### config.mk
export PLATFORM = sky130hd
export DESIGN_NAME = fft_stage_scheduler_flat
export DESIGN_NICKNAME = d
export VERILOG_FILES = /design/src/rtl/fft_stage_scheduler_if.sv /design/src/rtl/fft_stage_scheduler.sv /design/src/flat_wrapper.sv
export SDC_FILE = /design/constraint.sdc
export NUM_CORES = 1
export LEC_CHECK = 0
export CORE_MARGIN = 4
export CORE_UTILIZATION = 40
export CTS_CLUSTER_DIAMETER = 100
export CTS_CLUSTER_SIZE = 10
export DETAILED_ROUTE_END_ITERATION = 16
export GPL_TIMING_DRIVEN = 0
export PLACE_DENSITY = 0.7
export SYNTH_ARGS = -nofsm -noshare
export SYNTH_HDL_FRONTEND = slang
export SYNTH_SLANG_ARGS = --single-unit
### constraint.sdc
create_clock -name clk -period 4.5 [get_ports clk]
set_clock_uncertainty 0.15 [all_clocks]
set_input_delay 0.45 -clock clk [delete_from_list [all_inputs] [get_ports clk]]
set_output_delay 0.45 -clock clk [all_outputs]
set_load 0.02 [all_outputs]
### src/rtl/fft_stage_scheduler_if.sv
// Control and address bundle between the transform controller, the scheduler
// and the memory/butterfly pair.
interface fft_stage_scheduler_if #(
    parameter int unsigned N = 16
) ();
    localparam int unsigned A  = $clog2(N);
    localparam int unsigned T  = $clog2(N / 2);
    localparam int unsigned SW = $clog2(A) + 1;

    logic          i_start;
    logic          i_abort;
    logic          o_busy;
    logic          o_done;
    logic [SW-1:0] o_stage;
    logic          o_bank_sel;
    logic          o_rd_en;
    logic [A-1:0]  o_rd_addr_even;
    logic [A-1:0]  o_rd_addr_odd;
    logic [T-1:0]  o_twi_addr;
    logic          o_wr_en;
    logic [A-1:0]  o_wr_addr_top;
    logic [A-1:0]  o_wr_addr_bot;
    logic          o_result_bank;

    modport master (
        output i_start, i_abort,
        input  o_busy, o_done, o_stage, o_bank_sel, o_rd_en, o_rd_addr_even,
               o_rd_addr_odd, o_twi_addr, o_wr_en, o_wr_addr_top, o_wr_addr_bot,
               o_result_bank
    );

    modport slave (
        input  i_start, i_abort,
        output o_busy, o_done, o_stage, o_bank_sel, o_rd_en, o_rd_addr_even,
               o_rd_addr_odd, o_twi_addr, o_wr_en, o_wr_addr_top, o_wr_addr_bot,
               o_result_bank
    );
endinterface

### src/rtl/fft_stage_scheduler.sv
// Radix-2 DIT FFT stage sequencer: butterfly read/twiddle addresses, delayed write
// addresses and ping-pong bank select for all log2(N) stages.
module fft_stage_scheduler #(
    parameter int unsigned N      = 16,
    parameter int unsigned RD_LAT = 1,
    parameter int unsigned BF_LAT = 2
) (
    input  logic                 clk,
    input  logic                 rst,
    fft_stage_scheduler_if.slave bus
);
    localparam int unsigned A  = $clog2(N);
    localparam int unsigned T  = $clog2(N / 2);
    localparam int unsigned SW = $clog2(A) + 1;
    localparam int unsigned L  = RD_LAT + BF_LAT;
    localparam int unsigned LW = $clog2(L + 1);

    localparam logic [T-1:0]  K_LAST      = T'(N / 2 - 1);
    localparam logic [SW-1:0] S_LAST      = SW'(A - 1);
    localparam logic [LW-1:0] D_LAST      = LW'(L - 1);
    localparam logic          RESULT_BANK = A % 2 == 1;

    typedef enum logic [1:0] {StIdle, StIssue, StDrain, StDone} state_e;

    state_e        state_q, state_d;
    logic [T-1:0]  k_q, k_d;
    logic [SW-1:0] stage_q, stage_d;
    logic          bank_q, bank_d;
    logic [LW-1:0] dcnt_q, dcnt_d;

    logic          abort;
    logic          start_ok;

    assign abort    = bus.i_abort && (state_q != StIdle);
    assign start_ok = (state_q == StIdle) && bus.i_start && !bus.i_abort;

    always_ff @(posedge clk or negedge rst) begin
        if (!rst) begin
            state_q <= StIdle;
            k_q     <= '0;
            stage_q <= '0;
            bank_q  <= 1'b0;
            dcnt_q  <= '0;
        end else begin
            state_q <= state_d;
            k_q     <= k_d;
            stage_q <= stage_d;
            bank_q  <= bank_d;
            dcnt_q  <= dcnt_d;
        end
    end

    always_comb begin
        state_d = state_q;
        k_d     = k_q;
        stage_d = stage_q;
        bank_d  = bank_q;
        dcnt_d  = dcnt_q;
        if (abort) begin
            state_d = StIdle;
            k_d     = '0;
            stage_d = '0;
            bank_d  = 1'b0;
            dcnt_d  = '0;
        end else begin
            unique case (state_q)
                StIdle: begin
                    if (start_ok) begin
                        state_d = StIssue;
                        k_d     = '0;
                        stage_d = '0;
                        bank_d  = 1'b0;
                        dcnt_d  = '0;
                    end
                end
                StIssue: begin
                    if (k_q == K_LAST) begin
                        state_d = StDrain;
                        dcnt_d  = '0;
                    end else begin
                        k_d = k_q + 1'b1;
                    end
                end
                StDrain: begin
                    if (dcnt_q == D_LAST) begin
                        k_d    = '0;
                        dcnt_d = '0;
                        // Stage/bank stay put on the last stage so o_stage never exceeds A-1.
                        if (stage_q == S_LAST) begin
                            state_d = StDone;
                        end else begin
                            state_d = StIssue;
                            stage_d = stage_q + 1'b1;
                            bank_d  = ~bank_q;
                        end
                    end else begin
                        dcnt_d = dcnt_q + 1'b1;
                    end
                end
                StDone: begin
                    state_d = StIdle;
                    stage_d = '0;
                    bank_d  = 1'b0;
                end
                default: state_d = StIdle;
            endcase
        end
    end

    // Butterfly index k within stage s: insert a zero at bit s for the even leg.
    logic [A-1:0]  k_ext;
    logic [A-1:0]  mask;
    logic [A-1:0]  even_c;
    logic [A-1:0]  odd_c;
    logic [A-1:0]  twi_full;
    logic [SW-1:0] twi_sh;

    always_comb begin
        k_ext    = A'(k_q);
        mask     = (A'(1) << stage_q) - A'(1);
        even_c   = ((k_ext >> stage_q) << (stage_q + 1'b1)) | (k_ext & mask);
        odd_c    = even_c + (A'(1) << stage_q);
        twi_sh   = S_LAST - stage_q;
        twi_full = (k_ext & mask) << twi_sh;
    end

    logic          issue;
    logic          rd_en_q;
    logic [A-1:0]  even_q;
    logic [A-1:0]  odd_q;
    logic [T-1:0]  twi_q;
    logic          busy_q;
    logic          done_q;
    logic [SW-1:0] stage_o_q;
    logic          bank_o_q;
    logic          result_q;

    assign issue = state_q == StIssue;

    // Outputs are registered one cycle behind the state so addresses and flags align.
    always_ff @(posedge clk or negedge rst) begin
        if (!rst) begin
            rd_en_q   <= 1'b0;
            even_q    <= '0;
            odd_q     <= '0;
            twi_q     <= '0;
            busy_q    <= 1'b0;
            done_q    <= 1'b0;
            stage_o_q <= '0;
            bank_o_q  <= 1'b0;
            result_q  <= 1'b0;
        end else if (abort) begin
            rd_en_q   <= 1'b0;
            even_q    <= '0;
            odd_q     <= '0;
            twi_q     <= '0;
            busy_q    <= 1'b0;
            done_q    <= 1'b0;
            stage_o_q <= '0;
            bank_o_q  <= 1'b0;
            result_q  <= 1'b0;
        end else begin
            rd_en_q   <= issue;
            even_q    <= issue ? even_c : '0;
            odd_q     <= issue ? odd_c : '0;
            twi_q     <= issue ? twi_full[T-1:0] : '0;
            busy_q    <= (state_q == StIssue) || (state_q == StDrain);
            done_q    <= state_q == StDone;
            stage_o_q <= stage_q;
            bank_o_q  <= bank_q;
            if (start_ok) begin
                result_q <= 1'b0;
            end else if (state_q == StDone) begin
                result_q <= RESULT_BANK;
            end
        end
    end

    logic [L-1:0] pv_q;
    logic [A-1:0] pe_q [L];
    logic [A-1:0] po_q [L];

    always_ff @(posedge clk or negedge rst) begin
        if (!rst) begin
            for (int i = 0; i < L; i++) begin
                pv_q[i] <= 1'b0;
                pe_q[i] <= '0;
                po_q[i] <= '0;
            end
        end else if (abort) begin
            for (int i = 0; i < L; i++) begin
                pv_q[i] <= 1'b0;
                pe_q[i] <= '0;
                po_q[i] <= '0;
            end
        end else begin
            pv_q[0] <= rd_en_q;
            pe_q[0] <= even_q;
            po_q[0] <= odd_q;
            for (int i = 1; i < L; i++) begin
                pv_q[i] <= pv_q[i-1];
                pe_q[i] <= pe_q[i-1];
                po_q[i] <= po_q[i-1];
            end
        end
    end

    assign bus.o_busy         = busy_q;
    assign bus.o_done         = done_q;
    assign bus.o_stage        = stage_o_q;
    assign bus.o_bank_sel     = bank_o_q;
    assign bus.o_rd_en        = rd_en_q;
    assign bus.o_rd_addr_even = even_q;
    assign bus.o_rd_addr_odd  = odd_q;
    assign bus.o_twi_addr     = twi_q;
    assign bus.o_wr_en        = pv_q[L-1];
    assign bus.o_wr_addr_top  = pe_q[L-1];
    assign bus.o_wr_addr_bot  = po_q[L-1];
    assign bus.o_result_bank  = result_q;
endmodule

### src/flat_wrapper.sv
// flat-port wrapper written by rule: the top's interface ports become plain ports
module fft_stage_scheduler_flat 
#(
    parameter int unsigned N      = 16,
    parameter int unsigned RD_LAT = 1,
    parameter int unsigned BF_LAT = 2
)
  (clk, rst, bus_i_start, bus_i_abort, bus_o_busy, bus_o_done, bus_o_stage, bus_o_bank_sel, bus_o_rd_en, bus_o_rd_addr_even, bus_o_rd_addr_odd, bus_o_twi_addr, bus_o_wr_en, bus_o_wr_addr_top, bus_o_wr_addr_bot, bus_o_result_bank);
  fft_stage_scheduler_if #(.N(N)) bus_i ();
  input  logic clk;
  input  logic rst;
  input wire logic [$bits(bus_i.i_start)-1:0] bus_i_start;
  input wire logic [$bits(bus_i.i_abort)-1:0] bus_i_abort;
  output wire logic [$bits(bus_i.o_busy)-1:0] bus_o_busy;
  output wire logic [$bits(bus_i.o_done)-1:0] bus_o_done;
  output wire logic [$bits(bus_i.o_stage)-1:0] bus_o_stage;
  output wire logic [$bits(bus_i.o_bank_sel)-1:0] bus_o_bank_sel;
  output wire logic [$bits(bus_i.o_rd_en)-1:0] bus_o_rd_en;
  output wire logic [$bits(bus_i.o_rd_addr_even)-1:0] bus_o_rd_addr_even;
  output wire logic [$bits(bus_i.o_rd_addr_odd)-1:0] bus_o_rd_addr_odd;
  output wire logic [$bits(bus_i.o_twi_addr)-1:0] bus_o_twi_addr;
  output wire logic [$bits(bus_i.o_wr_en)-1:0] bus_o_wr_en;
  output wire logic [$bits(bus_i.o_wr_addr_top)-1:0] bus_o_wr_addr_top;
  output wire logic [$bits(bus_i.o_wr_addr_bot)-1:0] bus_o_wr_addr_bot;
  output wire logic [$bits(bus_i.o_result_bank)-1:0] bus_o_result_bank;
  assign bus_i.i_start = bus_i_start;
  assign bus_i.i_abort = bus_i_abort;
  assign bus_o_busy = bus_i.o_busy;
  assign bus_o_done = bus_i.o_done;
  assign bus_o_stage = bus_i.o_stage;
  assign bus_o_bank_sel = bus_i.o_bank_sel;
  assign bus_o_rd_en = bus_i.o_rd_en;
  assign bus_o_rd_addr_even = bus_i.o_rd_addr_even;
  assign bus_o_rd_addr_odd = bus_i.o_rd_addr_odd;
  assign bus_o_twi_addr = bus_i.o_twi_addr;
  assign bus_o_wr_en = bus_i.o_wr_en;
  assign bus_o_wr_addr_top = bus_i.o_wr_addr_top;
  assign bus_o_wr_addr_bot = bus_i.o_wr_addr_bot;
  assign bus_o_result_bank = bus_i.o_result_bank;
  fft_stage_scheduler #(.N(N), .RD_LAT(RD_LAT), .BF_LAT(BF_LAT)) u_core (.clk(clk), .rst(rst), .bus(bus_i));
endmodule
Word level (Yosys, flattened, before mapping) --
Index checks and enable logic that the tools add are counted.
Word-level totals: register bits after elaboration 57, input bits 4, output and inout port bits 28, word-level logic and storage cells 101
Operators by class: bitwise gates (word level) 3, eq/ne operators 11, $add $sub $neg 6, reduce and logical (&&, ||, !) cells 14, shift operators 4, muxes and demuxes 42
Operators with widths (number):
- two-way mux 3 bit | 11
- two-way mux 12 bit | 2
- two-way mux 2 bit | 9
- case mux 3 bit (3 select lines) | 2
- two-way mux 4 bit | 4
- two-way mux 1 bit | 11
- inequality test 3 x 2 -> 1 bit (second input constant) | 3
- case mux 2 bit (4 select lines) | 1
- AND reduction 4 bit | 2
- nonzero test 4 bit | 2
- adder 3 x 1 -> 3 bit (second input constant) | 2
- == test 2 bit (second input constant) | 3
- inequality test 3 x 1 -> 1 bit (second input constant) | 2
- case mux 2 bit (3 select lines) | 1
- AND reduction 3 bit | 2
- adder 4 bit | 1
- bitwise AND 3 x 4 -> 4 bit | 1
- bitwise OR 4 bit | 1
- left shift 1 x 3 -> 4 bit (first input constant) | 1
- left shift 4 x 3 -> 3 bit | 1
- left shift 4 x 3 -> 4 bit | 1
- right shift 3 x 3 -> 4 bit | 1
- subtractor 4 x 2 -> 4 bit (second input constant) | 1
- == test 3 x 2 -> 1 bit (second input constant) | 1
- 12 further kinds | 14

Logic depth before layout (Yosys ltp) --
depth in word-level cells 7, gate-level depth with buffers 11, depth with buffers taken out 10

Least setup slack after synthesis --
OpenSTA, ideal clock, no wires.
path type register -> register, start point reg u_core.stage_q[0], end point reg u_core.odd_q[3] (netlist: u_core.bus.o_rd_addr_odd[3]), setup slack 1.551 ns, buffers on the path 2, stages on the path, launching flop included 12, arrival time 2.674 ns, setup time 0.125 ns, cells stage by stage dfrtp_1 buf_2 inv_1 ha_1 buf_1 o41a_1 inv_1 ha_1 a21o_1 a21oi_1 xnor2_1 mux2_2
On the way: word-level cells in the longest chain between the ends 7, elaborated cells between the ends (all ways) 10, those cells by class add/sub (3); shift (3); mux (2); bitwise (2)
Ends and longest elaborated chain:
- start: declaration | RTL line fft_stage_scheduler.sv:27 | logic [SW-1:0] stage_q, stage_d;
- start signal: assignment | RTL line fft_stage_scheduler.sv:47 | stage_q <= stage_d;
- left shift 1 x 3 -> 4 bit | RTL line fft_stage_scheduler.sv:120, fft_stage_scheduler.sv:122
- subtractor 4 x 2 -> 4 bit | RTL line fft_stage_scheduler.sv:120 | mask = (A'(1) << stage_q) - A'(1);
- bitwise AND 3 x 4 -> 4 bit | RTL line fft_stage_scheduler.sv:121 | even_c = ((k_ext >> stage_q) << (stage_q + 1'b1)) | (k_ext & mask);
- bitwise OR 4 bit | RTL line fft_stage_scheduler.sv:121
- adder 4 bit (*) | RTL line fft_stage_scheduler.sv:122 | odd_c = even_c + (A'(1) << stage_q);
- two-way mux 4 bit (*) | RTL line fft_stage_scheduler.sv:165 | odd_q <= issue ? odd_c : '0;
- two-way mux 4 bit (*) | RTL line fft_stage_scheduler.sv:152 | end else if (abort) begin
- end signal: assignment | RTL line fft_stage_scheduler.sv:165
- end: declaration | RTL line fft_stage_scheduler.sv:130 | logic [A-1:0] odd_q;
Mark *: on every way between the ends. The rest lies on a longest branch, timed or not. A chain may end at the register's enable or synchronous reset.

Final worst setup path --
Same ends and word-level chain as after synthesis.

==> metrics <==
required time worst endpoint=4.56 ns; final WL=4490 um; count of mapped cells out of synthesis=216; sequential group share of total power=41.2%; post-synthesis instance area=~0.0026 mm^2; layout cell share with drive strength beyond 1=roughly 14%; layer carrying the most global-route usage=met2; Die Ht=88.2 um; post-synth top area share=54.5%; port bufs=30; top-level port count=32; Final period util=72.4%; post-DP HPWL=3290 um; summed negative setup slack over all endpoints=0 ns; met3 usage in global routing=3.10%; Post-Synthesis Net Count=roughly 240; TritonCTS clock tree=yes; critical path type=flop to flop; first-pass detailed-route iteration total=4; die width=88.2 um; Post-route DRC=0; Final GP Congestion=0.914; Reg clk slew, reported paths=around 0.10 ns; Final Hold Vio Count=0; Overall Power=1.57 mW; final hold slack=0.305 ns; Min-Delay Path Class=flop to flop; number of rows in the core area=28; combinational group share of total power=41.1%; fmax=between 300 and 400 MHz; flops & latches, synth=between 50 and 60; share of async-settable or async-resettable flops after synthesis=100%; category of the worst setup path capture point=flop; crit path DAT=3.31 ns; leading post-synthesis cells by cell area=dfrtp_1 55%, and2_1 7.8%, ha_1 6.8%; initial core utilization=42.4%; mean area per synthesized cell=11.9 um^2; CP Launch Type=flop; global-route wire length before repair=7540 um; number of instances in the placed design=between 300 and 400; post-detailed-placement cell area=0.00298 mm^2; Netlist cell types=44; WL per Instance=around 14 um; GR Util met1=16.6%; Clock Tree Root=clkbuf_8; internal power component=0.991 mW; number of vias after detailed routing=roughly 1,600; Synth warnings=0; count of nets after finishing=274; primary flip-flop cell chosen by synthesis mapping=dfrtp_1; Pins Over Slew Limit=0; total core area=approximately 0.006 mm^2; Final setup viols=0; Post-CTS Repair Setup Buffers=0; area growth from synthesis to layout=19.9%; GRT Residual Overflow=0; maximum number of pins on one net before global-route repair=38; number of diodes=0; area of the die=0.00777 mm^2; areal power density over the cells=roughly 500 mW/mm^2; final instance area=0.00308 mm^2; number of buffers inserted during clock tree synthesis=5; antenna violations before repair=0; biggest area consumer among synthesized cells=dfrtp_1; Vias per Instance=4.83; count of flip-flops with a built-in enable after synthesis=0; relative contribution of the clock network to total power=17.7%; setup repair after global routing missed its margin=no; final standard cell count with taps included and fillers excluded=331; global router's overall resource usage=approximately an eighth; final critical path time including I/O delays and setup=3.26 ns; biggest fanout along the worst timing path=10; status=completed; Global Route met2 Usage=20.8%; standby leakage power=between 1.5 and 2 nW; remaining antenna violation count after routing=0; Switching Share=36.8%; maximum vdd drop=0.000233 V; Max Buffers Root-to-Sink=2; Max-cap violations=0; H-Tree Depth=2; sequential area share after synthesis=54.5%; number of global-route vias before repair=1,539; number of DRC markers after the initial detailed-route iteration=44; TritonCTS Sinks=56; insertion delay of the later-clocked pin in the worst-skew pair=0.31 ns; switching power total=0.577 mW
-- Yosys cell counts, types with 2 or more instances --
master / instances
nor2_1: 7
a21oi_1: 7
mux2_4: 2
a22o_1: 6
xnor2_1: 2
buf_4: 9
ha_1: 14
o31ai_1: 2
nor3b_1: 2
o21ai_0: 4
nand2b_1: 7
and4_1: 2
nand3_1: 4
mux2i_1: 2
nor2b_1: 3
and2_1: 32
mux2_2: 4
clkbuf_1: 3
inv_1: 10
buf_2: 4
inv_2: 2
nand2_2: 2
dfrtp_1: 56
xor2_1: 4
nand2_1: 7
-- power groups by stage --
| stage | Sequential, mW | Combinational (mW) | Clock, mW |
|---|---|---|---|
| final | 0.646 | 0.645 | 0.277 |
| after global routing | 0.659 | 0.712 | 0.310 |
| after CTS | 0.647 | 0.651 | 0.286 |
| after detailed placement | 0.657 | 0.645 | 0 |
| after global placement | 0.656 | 0.635 | 0 |
| after floorplan | 0.686 | 0.414 | 0 |
-- worst paths after layout --
path / startpoint / endpoint / slack (ns) / cells after the start
max: u_core.stage_q[0]$_DFFE_PN0P_ / u_core.bus.o_rd_addr_odd[3]$_DFF_PN0_ / 1.24 / 11
min: u_core.pv_q[1]$_DFF_PN0_ / u_core.pv_q[2]$_DFF_PN0_ / 0.31 / 1
max reg2reg: u_core.stage_q[0]$_DFFE_PN0P_ / u_core.bus.o_rd_addr_odd[3]$_DFF_PN0_ / 1.24 / 11
min reg2reg: u_core.pv_q[1]$_DFF_PN0_ / u_core.pv_q[2]$_DFF_PN0_ / 0.31 / 1
max in group asynchronous: rst / u_core.pe_q[8]$_DFF_PN0_ / 3.19 / 3
min in group asynchronous: rst / u_core.stage_q[1]$_DFFE_PN0P_ / 0.46 / 2
-- metal layers --
metal  vias up  part of all wire [%]
met5         -                     0
met4         0                   1.1
met3         6                   5.1
met2        38                    48
met1       766                    46
li1        788                     -
-- kinds of logic (layout without fill, tap and decap cells) --
kind of cell / Yosys count / after routing / synth area share, %
mux: 8 / 8 / 3.70
xor+xnor: 6 / 6 / 2.04
other cells: 1 / 1 / 0.146
fa+ha+maj: 15 / 15 / 7.60
buf+inv: 29 / 69 / 5.74
compound gates: 28 / 28 / 9.10
flops: 56 / 56 / 54.5
simple gates: 73 / 73 / 17.1
-- layout by cell type (no fill, tap or decap), types with 5 or more instances in the layout --
cell type and instances:
dfrtp_1 56, and2_1 32, clkdlybuf4s50_1 29, ha_1 14, inv_1 10, buf_4 9
nand2_1 7, nand2b_1 7, a21oi_1 7, nor2_1 7, a22o_1 6, buf_2 5
clkbuf_8 5
-- area by class of cell --
class | instances | area [um^2]
clock inverters | 3 | 22.5
multi-input cells | 131 | 1020
well taps | 75 | 93.8
repair buffers | 32 | 325
clock buffers | 5 | 68.8
fillers | 544 | 2980
inverters | 12 | 45.0
plain buffers | 17 | 103
flip-flops and latches | 56 | 1400
-- stage by stage --
stage	setup WS (ns)	util [%]
floorplan	1.55	-
global placement	1.12	48.9
detailed placement	1.25	49.2
CTS	1.22	50.8
global route	1.02	50.8
finish	1.24	50.8
-- repair_timing --
| action | in CTS | in global routing |
|---|---|---|
| gates resized for setup | 0 | 0 |
| endpoints found under the hold margin | 19 | 0 |
| hold buffers | 1 | 0 |
-- flip-flops by register name (all words and copies together) (netlist names), 2 cells and up --
register and count:
u_core.pe_q 8, u_core.po_q 8, u_core.bus.o_rd_addr_even 4, u_core.bus.o_rd_addr_odd 4
u_core.bus.o_wr_addr_bot 4, u_core.bus.o_wr_addr_top 4, u_core.bus.o_stage 3, u_core.bus.o_twi_addr 3
u_core.k_q 3, u_core.pv_q 3, u_core.stage_q 3, u_core.dcnt_q 2
u_core.state_q 2
-- critical path, stage by stage, from the launching register on --
cell	delay, ns
dfrtp_1	0.42
buf_2	0.24
inv_1	0.17
ha_1	0.31
buf_1	0.18
o41a_1	0.50
inv_1	0.09
ha_1	0.23
a21o_1	0.18
a21oi_1	0.17
xnor2_1	0.15
mux2_2	0.35
(Power assumes the default switching activity.)
